--- src/rtl/ro_entropy_conditioner_pkg.sv ---
// Shared definitions for the ring-oscillator entropy conditioner.
//   cond_state_e   : conditioner FSM states
//   DEF_SAMPLE_DIV : default sample strobe period (clk cycles)
//   DEF_RPT_LIMIT  : default repetition-count health limit
package ro_entropy_conditioner_pkg;

    localparam int DEF_SAMPLE_DIV = 4;
    localparam int DEF_RPT_LIMIT  = 32;

    typedef enum logic [1:0] {
        IDLE   = 2'd0,
        FIRST  = 2'd1,
        SECOND = 2'd2,
        FAIL   = 2'd3
    } cond_state_e;

endpackage

--- src/rtl/ro_entropy_conditioner_sync.sv ---
// Two-flop synchronizer for a single asynchronous bit.
//   clk   : destination clock
//   rst_n : async active-low reset, clears both flops
//   d     : asynchronous input
//   q     : synchronized output, 2 clk cycles behind d
module sync_2ff (
    input  logic clk,
    input  logic rst_n,
    input  logic d,
    output logic q
);

    logic meta;

    always_ff @(posedge clk or negedge rst_n) begin
        if (!rst_n) begin
            meta <= 1'b0;
            q    <= 1'b0;
        end else begin
            meta <= d;
            q    <= meta;
        end
    end

endmodule

--- src/rtl/ro_entropy_conditioner.sv ---
// Ring-oscillator entropy conditioner: synchronizes raw_in, samples it on a
// divided strobe, debiases sample pairs (von Neumann), packs bits into bytes
// and hands them out over a valid/ready port. A repetition-count health test
// latches health_fail and stops bit emission until en is dropped.
//   clk, rst_n  : clock, async active-low reset
//   raw_in      : ring-oscillator bit (asynchronous)
//   en          : enable; low idles the block and clears health_fail
//   data_out    : conditioned byte, LSB = first debiased bit
//   data_valid  : data_out holds an unconsumed byte
//   data_ready  : consumer accept
//   health_fail : sticky repetition-count failure
//   drop_cnt    : saturating count of bytes lost to a full output
module ro_entropy_conditioner
    import ro_entropy_conditioner_pkg::*;
#(
    parameter int SAMPLE_DIV = DEF_SAMPLE_DIV,
    parameter int RPT_LIMIT  = DEF_RPT_LIMIT
) (
    input  logic       clk,
    input  logic       rst_n,
    input  logic       raw_in,
    input  logic       en,
    output logic [7:0] data_out,
    output logic       data_valid,
    input  logic       data_ready,
    output logic       health_fail,
    output logic [7:0] drop_cnt
);

    logic        sample;
    logic [7:0]  div_cnt;
    logic        strobe;
    cond_state_e state;
    logic        pair_a;
    logic [2:0]  bit_cnt;
    logic [7:0]  shreg;
    logic [7:0]  rpt_cnt;
    logic        prev_sample;

    logic        active;
    logic [7:0]  rpt_next;
    logic        rpt_trip;
    logic        emit;
    logic        byte_done;
    logic [7:0]  full_byte;

    sync_2ff u_sync (
        .clk   (clk),
        .rst_n (rst_n),
        .d     (raw_in),
        .q     (sample)
    );

    assign strobe = en && (div_cnt == 8'(SAMPLE_DIV - 1));

    always_ff @(posedge clk or negedge rst_n) begin
        if (!rst_n)
            div_cnt <= 8'd0;
        else if (!en || strobe)
            div_cnt <= 8'd0;
        else
            div_cnt <= div_cnt + 8'd1;
    end

    // Samples only count while pairing; IDLE and FAIL ignore strobes.
    assign active    = strobe && (state == FIRST || state == SECOND);
    assign rpt_next  = (sample == prev_sample) ?
                       ((rpt_cnt == 8'hFF) ? rpt_cnt : rpt_cnt + 8'd1) : 8'd1;
    assign rpt_trip  = active && (rpt_next >= 8'(RPT_LIMIT));
    // A tripping sample never contributes a bit.
    assign emit      = active && !rpt_trip && (state == SECOND) && (pair_a != sample);
    assign byte_done = emit && (bit_cnt == 3'd7);
    assign full_byte = {pair_a, shreg[6:0]};

    always_ff @(posedge clk or negedge rst_n) begin
        if (!rst_n) begin
            state       <= IDLE;
            pair_a      <= 1'b0;
            bit_cnt     <= 3'd0;
            shreg       <= 8'd0;
            rpt_cnt     <= 8'd0;
            prev_sample <= 1'b0;
            health_fail <= 1'b0;
        end else if (!en) begin
            state       <= IDLE;
            pair_a      <= 1'b0;
            bit_cnt     <= 3'd0;
            shreg       <= 8'd0;
            rpt_cnt     <= 8'd0;
            prev_sample <= 1'b0;
            health_fail <= 1'b0;
        end else begin
            if (active) begin
                prev_sample <= sample;
                rpt_cnt     <= rpt_next;
            end
            if (rpt_trip) begin
                state       <= FAIL;
                health_fail <= 1'b1;
                bit_cnt     <= 3'd0;
                shreg       <= 8'd0;
            end else begin
                case (state)
                    IDLE:   state <= FIRST;
                    FIRST:  if (active) begin
                                pair_a <= sample;
                                state  <= SECOND;
                            end
                    SECOND: if (active) begin
                                state <= FIRST;
                                if (emit) begin
                                    // a=1,b=0 -> 1; a=0,b=1 -> 0: the bit is a
                                    shreg[bit_cnt] <= pair_a;
                                    bit_cnt        <= bit_cnt + 3'd1;
                                end
                            end
                    default: state <= FAIL;
                endcase
            end
        end
    end

    // Output port keeps running regardless of en so a pending byte can drain.
    always_ff @(posedge clk or negedge rst_n) begin
        if (!rst_n) begin
            data_out   <= 8'd0;
            data_valid <= 1'b0;
            drop_cnt   <= 8'd0;
        end else if (byte_done && (!data_valid || data_ready)) begin
            data_out   <= full_byte;
            data_valid <= 1'b1;
        end else if (byte_done) begin
            if (drop_cnt != 8'hFF)
                drop_cnt <= drop_cnt + 8'd1;
        end else if (data_valid && data_ready) begin
            data_valid <= 1'b0;
        end
    end

endmodule

--- config.mk ---
export PLATFORM = sky130hd
export DESIGN_NAME = ro_entropy_conditioner
export DESIGN_NICKNAME = d
export VERILOG_FILES = /design/src/rtl/ro_entropy_conditioner_pkg.sv /design/src/rtl/ro_entropy_conditioner_sync.sv /design/src/rtl/ro_entropy_conditioner.sv
export SDC_FILE = /design/constraint.sdc
export NUM_CORES = 1
export LEC_CHECK = 0
export CORE_MARGIN = 8
export CORE_UTILIZATION = 61
export DETAILED_ROUTE_END_ITERATION = 8
export PLACE_DENSITY = 0.91
export SYNTH_ARGS = -nofsm -noshare
export SYNTH_HDL_FRONTEND = slang
export SYNTH_SLANG_ARGS = --single-unit
--- constraint.sdc ---
create_clock -name clk -period 5.5 [get_ports clk]
set_clock_uncertainty 0.15 [all_clocks]
set_input_delay 1.65 -clock clk [delete_from_list [all_inputs] [get_ports clk]]
set_output_delay 1.65 -clock clk [all_outputs]
set_load 0.02 [all_outputs]
==> impl_metrics.json, run 1 <==
{
  "layout_setup_ws_ns": 1.854,
  "worst_pin_slew_ns": 1.078,
  "fin_hold_ws_ns": 0.2057,
  "synth-main-ff-cell": "dfrtp_1",
  "io_pins": 23,
  "outcome": "finished, final reports clean",
  "cpPeakStageDelay_ns": 0.49,
  "async_reset_ff_share_pct": 100.0,
  "ff2ff_path_depth": 5,
  "drc": 0,
  "max-slew-margin-rel_pct": 28.16,
  "ys_ff_latch": 50,
  "holdPathStages": 0,
  "hold_path.class": "reg -> reg",
  "dpl-instance-area_um2": 2734,
  "arrival_ns": 3.69,
  "cp.required_ns": 5.54,
  "cts_tree": "yes",
  "final_area_um2": 2828,
  "netlist_instances": 238,
  "ys_seq_area_share_pct": 50.40,
  "grt_max_degree": 51,
  "p_total_mw": 0.6368,
  "io_buffers": 22,
  "antenna_left": 0,
  "avgRoutedWirePerCell_um": 14.64,
  "core_area_um2": 3971,
  "clkSlewWorstSetupHoldPaths_ns": 0.09,
  "grt_pass1_wl_um": 7948,
  "htreeDepth": 2,
  "die_area_um2": 6366,
  "leakage_nw": 1.225,
  "crit_chain": "clkdlybuf4s50_1 -> buf_4 -> nand2_1 -> nor4b_4 -> and4_1 -> mux2_2",
  "worstSkewPairLatency_ns": 0.31,
  "maxCapViolCount": 0,
  "gr-total-overflow": 0,
  "chipHeight_um": 79.79,
  "diodes": 0,
  "rsz0062_at_grt": "no",
  "fmax_ghz": 0.2742,
  "nets": 274,
  "timing.final.max_slew_violations": 0,
  "cts_buffers": 5,
  "routed_wl_um": 4552,
  "dp_cells": 303,
  "cts_buffer_depth": 2,
  "track_usage_pct": 15.65,
  "hp-start": "u_sync.meta$_DFF_PN0_",
  "place.gp.congestion": 0.8475,
  "layout.cells.non_filler": 311,
  "initial_core_util_pct": 62.51,
  "hold_buffers": 0,
  "critPathKind": "in -> reg",
  "fill_cells": 278,
  "die_x_um": 79.79,
  "cts_setup_buffers": 0,
  "root_buffer": "clkbuf_8",
  "routed_via_density": 6.090,
  "cts_resized": 0,
  "grt_pass1_vias": 1694,
  "ir_worst_vdd_v": 0.0001267,
  "ff2ff_setup_slack_ns": 2.16,
  "synth_nets": 252,
  "vias": 1894,
  "crit_slowest_cell": "and4_1",
  "area_growth_pct": 13.91,
  "antenna_found_initial": 0,
  "tns_ns": 0,
  "setup_viol": 0,
  "cts.sinks": 50,
  "synth_cell_type_count": 45,
  "finalCriticalPeriod_ns": 3.646,
  "endpoint_kind": "flop",
  "cp_top_family": "simple AND/OR/NAND/NOR gates",
  "synth_edf_count": 0,
  "drt_iter0_markers": 129,
  "fin_crit_sh_pct": 66.30,
  "dr.pass1.iters": 4,
  "pwr_density_cell_nw_per_um2": 225.2,
  "synth_area_um2": 2482,
  "cp_max_fo": 20,
  "worstHoldEndpoint": "u_sync.q$_DFF_PN0_",
  "syn_area_per_cell_um2": 10.43,
  "final_util_pct": 71.20,
  "place_ws_ns": 1.516,
  "start_kind": "primary input",
  "cp_num_buf_inv": 2,
  "std_cell_rows": 23,
  "report.final.hold_viol_count": 0,
  "drive_gt1_share_pct": 11.11,
  "post-dp-hpwl_um": 3267,
  "r2r_start": "u_sync.q$_DFF_PN0_",
  "timing.rr.end": "data_out[3]$_DFFE_PN0P_",
  "yosys_warnings": 0
}
[sequential cells by signal (all words and copies together), names as in the netlist, 2 cells and up]
signal    count
rpt_cnt       8
state         2
data_out      8
shreg         7
bit_cnt       3
div_cnt       8
drop_cnt      8
[power by group]
group / switching [mW] / total (mW) / internal [mW]
combinational: 0.0255 / 0.0393 / 0.0138
clock: 0.126 / 0.218 / 0.0919
sequential: 0.00656 / 0.379 / 0.373
[final cells by class]
cell class | instances | area [um2] | share of cell area [%]
flip-flops and latches | 50 | 1251 | 44.25
multi-input cells | 177 | 1186 | 41.95
repair buffers | 23 | 222.7 | 7.876
clock buffers | 5 | 68.82 | 2.434
well taps | 50 | 62.56 | 2.212
clock inverters | 3 | 25.02 | 0.8850
inverters | 3 | 11.26 | 0.3982
[kinds of logic (layout without fill, tap and decap cells)]
family,count (synthesis),after routing,share of synthesized area (%)
and+or+nand+nor,100,100,22.43
buffers and inverters,11,34,1.814
AOI/OAI and AO/OA,42,42,10.69
DFF,50,50,50.40
xor gates and xnor gates,16,16,5.645
adders and majority gates,9,9,4.536
muxes,10,10,4.486
[worst max-delay path by stage]
| stage | start | endpoint | cells after the start |
|---|---|---|---|
| final | en | data_out[3]$_DFFE_PN0P_ | 6 |
| after global routing | en | drop_cnt[4]$_DFFE_PN0P_ | 8 |
| after CTS | en | drop_cnt[4]$_DFFE_PN0P_ | 8 |
| after detailed placement | en | data_out[2]$_DFFE_PN0P_ | 6 |
| after global placement | en | drop_cnt[1]$_DFFE_PN0P_ | 7 |
| after floorplan | en | drop_cnt[1]$_DFFE_PN0P_ | 5 |
[cell usage in the layout (no fill, tap or decap), types with 6 or more instances in the layout]
cell type and count:
nor3_1 8, nor2_1 17, dfrtp_1 50, xnor2_1 9, ha_1 9, and3_1 6
clkdlybuf4s50_1 21, xor2_1 7, nand4_1 8, o22ai_1 9, nand2_1 29, nand3_1 9
mux2_2 8, a21oi_1 6, o21ai_0 11
[Yosys cell counts (all sizes together) (6+ instances only)]
cell,count,area (um2)
nand2,29,108.9
ha,9,112.6
nor3,8,40.04
dfrtp,50,1251
and3,6,37.54
xor2,7,61.31
nand4,8,50.05
mux2,9,101.4
o22ai,9,56.30
o21ai,12,60.05
nand3,10,55.05
nor2,17,63.81
a21oi,6,30.03
xnor2,9,78.83
[per-layer routing]
metal,wire [um],GRT usage (%),vias up
li1,-,-,908
met3,337,3.941,6
met2,2161,24.45,57
met1,1992,20.25,923
met4,61,6.364,0
met5,0,0,-
(Power assumes the default switching activity.)
==> inputs of run 2 (changes only) <==
Settings changed: CORE_UTILIZATION 61 to 51, PLACE_DENSITY 0.91 to 0.82.
Clock period 5.5 ns to 3.1 ns, I/O delays scaled along.
==> run 2 against run 1 <==
Wire length rose by 4.5%. Worst setup slack got worse by 1.5 ns. Via count fell by 1.2%. Flip-flop and latch count did not move. Clock power rose by 150%. Global-route usage fell by 2.0 points. Non-clock buffer count rose by 6. Critical path type is now reg -> reg. Critical endpoint is now drop_cnt[1]$_DFFE_PN0P_. Largest power group unchanged. Highest routed layer unchanged.
==> impl_metrics.json, run 2 (synthesis gave the netlist of run 1 again) <==
{
  "outcome": "finished, final reports clean",
  "nets": 280,
  "grt_pass1_vias": 1901,
  "die_x_um": 85.77,
  "die_area_um2": 7356,
  "std_cell_rows": 25,
  "layout_commonest_cell": "dfrtp_1",
  "drc": 0,
  "cts_resized": 0,
  "final_area_um2": 2950,
  "finalCriticalPeriod_ns": 2.787,
  "vias": 1872,
  "leakage_nw": 1.283,
  "place.gp.congestion": 0.8848,
  "core_area_um2": 4723,
  "fmax_ghz": 0.3588,
  "root_buffer": "clkbuf_8",
  "multiInputGateArea_um2": 1186,
  "routed_wl_um": 4757,
  "p_switching_mw": 0.2742,
  "rsz0062_at_grt": "no",
  "start_kind": "flop",
  "fin_hold_ws_ns": 0.2048,
  "setup_viol": 0,
  "seq_area_um2": 1251,
  "p_clk_share_pct": 41.9,
  "post-dp-hpwl_um": 3461,
  "critPathKind": "reg -> reg",
  "max-slew-margin-rel_pct": 61.36,
  "cts_buffer_depth": 2,
  "tns_ns": 0,
  "cp_max_fo": 8,
  "chipHeight_um": 85.77,
  "cts_tree": "yes",
  "hold_buffers": 0,
  "switching_share_pct": 21.30,
  "gr-total-overflow": 0,
  "area_growth_pct": 18.85,
  "io_pins": 23,
  "ff2ff_path_depth": 7,
  "htreeDepth": 2,
  "power_frac_seq_pct": 52.3,
  "hold_path.class": "reg -> reg",
  "diodes": 0,
  "clkSlewWorstSetupHoldPaths_ns": 0.09,
  "cts_buffers": 5,
  "worstSkewPairLatency_ns": 0.30,
  "fin_crit_sh_pct": 89.91,
  "worst_pin_slew_ns": 0.5752,
  "drt_iter0_markers": 96,
  "fill_cells": 388,
  "arrival_ns": 2.83,
  "intPower_mw": 1.013,
  "ir_worst_vdd_v": 0.0003579,
  "avgRoutedWirePerCell_um": 14.24,
  "endpoint_kind": "flop",
  "comb_power_share_pct": 5.9,
  "io_buffers": 22,
  "drive_gt1_share_pct": 13.11,
  "antenna_left": 0,
  "maxCapViolCount": 0,
  "dpl-instance-area_um2": 2813,
  "initial_core_util_pct": 52.56,
  "routed_via_density": 5.605,
  "dr.pass1.iters": 4,
  "cts_setup_buffers": 0,
  "cp.required_ns": 3.14,
  "final_cell_mix": "dfrtp_1, nand2_1, clkdlybuf4s50_1",
  "cts.sinks": 50,
  "timing.final.max_slew_violations": 0,
  "report.final.hold_viol_count": 0,
  "holdPathStages": 0,
  "grt_pass1_wl_um": 8293,
  "track_usage_pct": 13.68,
  "antenna_found_initial": 0,
  "grt_max_degree": 27,
  "pwr_density_cell_nw_per_um2": 436.4
}
## run 2: final cells by class
class	instances	area share [%]
timing repair buffer	29	9.500
inverter	3	0.3817
clock buffer	5	2.332
clock inverter	3	2.332
tap	67	2.841
multi-input combinational	177	40.20
sequential	50	42.41
## run 2: worst paths after layout
| path | slack (ns) | startpoint | endpoint |
|---|---|---|---|
| setup / recovery | 0.31 | state[0]$_DFFE_PN0P_ | drop_cnt[1]$_DFFE_PN0P_ |
| hold / removal | 0.20 | u_sync.meta$_DFF_PN0_ | u_sync.q$_DFF_PN0_ |
| setup reg to reg | 0.31 | state[0]$_DFFE_PN0P_ | drop_cnt[1]$_DFFE_PN0P_ |
| hold reg to reg | 0.20 | u_sync.meta$_DFF_PN0_ | u_sync.q$_DFF_PN0_ |
| max in group asynchronous | 1.81 | rst_n | rpt_cnt[6]$_DFFE_PN0P_ |
| min in group asynchronous | 0.46 | rst_n | data_out[2]$_DFFE_PN0P_ |
## run 2: per-layer routing
metal | wire, um | track usage (%) | share of wire [%]
met2 | 2308 | 23.77 | 49
met1 | 2127 | 15.82 | 45
met3 | 282 | 3.629 | 5.9
met4 | 38 | 4.777 | 0.80
met5 | 0 | 0 | 0
## run 2: metrics by stage
step,cells,worst slack [ns],power [mW],utilization (%)
after CTS,334,0.2961,1.299,62.46
after global placement,326,0.1738,0.7565,59.55
after global routing,334,0.2233,1.336,62.46
final,334,0.3129,1.287,62.46
after floorplan,238,0.4468,0.7248,-
after detailed placement,326,0.1561,0.7618,59.55
## run 2: worst max-delay path, stage by stage, from the launching register on
cell and delay [ns]:
dfrtp_1 0.44, inv_1 0.07, ha_1 0.29, or4b_4 0.52
nor4b_4 0.36, nand3_2 0.13, nor4_4 0.36, mux2_1 0.37
## run 2: power groups by stage
stage          registers, mW  logic (mW)  clock network [mW]
6_report               0.673      0.0754               0.539
5_1_grt                0.675      0.0872               0.573
3_5_place_dp           0.686      0.0760                   0
3_3_place_gp           0.684      0.0722                   0
2_1_floorplan          0.682      0.0429                   0
4_1_cts                0.673      0.0769               0.549
==> inputs of run 3 (changes only) <==
Settings changed: CAP_MARGIN set to 20, PLACE_DENSITY 0.82 to 0.75.
==> run 3 against run 2 <==
Wire length up 1.8%. Worst setup slack about the same. Register-to-register slack about the same. Fmax about the same. Clock-buffer cell count did not move. Clock power fell by 16%. Critical endpoint unchanged. Final cell count shrank 0.60%. Critical path depth unchanged. Power is 7.0% lower.
==> impl_metrics.json, run 3 (synthesis gave the netlist of run 1 again) <==
{
  "outcome": "finished, final reports clean",
  "fin_hold_ws_ns": 0.2099,
  "drt_iter0_markers": 88,
  "cts.sinks": 50,
  "cts_resized": 0,
  "worst_pin_slew_ns": 0.6484,
  "cts_buffer_depth": 2,
  "final_area_um2": 2907,
  "cpPeakStageDelay_ns": 0.51,
  "rsz0062_at_grt": "no",
  "final_util_pct": 61.54,
  "report.final.hold_viol_count": 0,
  "dpl-instance-area_um2": 2798,
  "htreeDepth": 2,
  "gr-total-overflow": 0,
  "hold_buffers": 0,
  "crit_chain": "inv_1 -> ha_1 -> or4b_4 -> nor4b_4 -> nand3_2 -> nor4_4 -> mux2_1",
  "cp_max_fo": 8,
  "fill_cells": 386,
  "setup_viol": 0,
  "initial_core_util_pct": 52.56,
  "cts_setup_buffers": 0,
  "arrival_ns": 2.83,
  "antenna_left": 0,
  "drc": 0,
  "antenna_found_initial": 0,
  "grt_pass1_wl_um": 7872,
  "cp.required_ns": 3.14,
  "diodes": 0,
  "fmax_ghz": 0.3588,
  "crit_slowest_cell": "or4b_4",
  "leakage_nw": 1.262,
  "vias": 1866,
  "cts_tree": "yes",
  "ir_worst_vdd_v": 0.0003263,
  "cp_top_family": "simple AND/OR/NAND/NOR gates",
  "place.gp.congestion": 0.8209,
  "finalCriticalPeriod_ns": 2.787,
  "final_cell_mix": "dfrtp_1, nand2_1, clkdlybuf4s50_1",
  "post-dp-hpwl_um": 3416,
  "routed_wl_um": 4843,
  "cp_num_buf_inv": 1,
  "pwr_density_cell_nw_per_um2": 411.8,
  "tns_ns": 0,
  "drive_gt1_share_pct": 12.45,
  "clkSlewWorstSetupHoldPaths_ns": 0.09,
  "layout_commonest_cell": "dfrtp_1",
  "maxCapViolCount": 0,
  "core_area_um2": 4723,
  "timing.final.max_slew_violations": 0,
  "critPathKind": "reg -> reg",
  "cts_buffers": 5,
  "worstSkewPairLatency_ns": 0.31,
  "chipHeight_um": 85.77,
  "io_buffers": 22,
  "avgRoutedWirePerCell_um": 14.59,
  "std_cell_rows": 25,
  "endpoint_kind": "flop",
  "grt_max_degree": 28,
  "root_buffer": "clkbuf_8",
  "dr.pass1.iters": 4,
  "fin_crit_sh_pct": 89.91,
  "die_x_um": 85.77,
  "start_kind": "flop",
  "max-slew-margin-rel_pct": 56.44,
  "io_pins": 23,
  "area_growth_pct": 17.09,
  "die_area_um2": 7356,
  "grt_pass1_vias": 1752,
  "nets": 278,
  "track_usage_pct": 13.34,
  "hold_path.class": "reg -> reg",
  "routed_via_density": 5.620
}
## run 3: cell type report
cell class              instances  area (um2)  area share (%)
clock buffers                   5       68.82           2.368
inverters                       3       11.26          0.3874
repair buffers                 27       265.3           9.126
clock inverters                 3       40.04           1.378
well taps                      67       83.83           2.884
flip-flops and latches         50        1251           43.05
multi-input cells             177        1186           40.81
## run 3: where the power goes
group	leakage [nW]	total (mW)	switching (mW)	internal, mW
Clock	0.0579	0.453	0.215	0.238
Sequential	0.690	0.673	0.0114	0.661
Combinational	0.514	0.0714	0.0448	0.0267
Total	1.26	1.20	0.271	0.925
## run 3: routing by layer
metal / routed length (um) / global-route usage (%) / up-vias
li1: - / - / 912
met1: 2178 / 15.63 / 903
met2: 2332 / 22.00 / 45
met3: 258 / 3.916 / 6
met4: 73 / 6.051 / 0
met5: 0 / 0 / -
## run 3: final timing paths
kind / startpoint / to / slack (ns) / depth (start not counted)
worst max register to register: state[0]$_DFFE_PN0P_ / drop_cnt[1]$_DFFE_PN0P_ / 0.31 / 7
worst max-delay path: state[0]$_DFFE_PN0P_ / drop_cnt[1]$_DFFE_PN0P_ / 0.31 / 7
worst min-delay path: u_sync.meta$_DFF_PN0_ / u_sync.q$_DFF_PN0_ / 0.21 / 0
worst min register to register: u_sync.meta$_DFF_PN0_ / u_sync.q$_DFF_PN0_ / 0.21 / 0
min in group asynchronous: rst_n / data_out[2]$_DFFE_PN0P_ / 0.45 / 1
max in group asynchronous: rst_n / health_fail$_DFFE_PN0P_ / 1.82 / 2
## run 3: through the flow
stage / total power [mW] / worst slack (ns) / cells
floorplan: 0.7248 / 0.4468 / 238
global placement: 0.7556 / 0.1737 / 324
detailed placement: 0.7576 / 0.1330 / 324
CTS: 1.211 / 0.2905 / 332
global route: 1.246 / 0.1563 / 332
finish: 1.197 / 0.3128 / 332
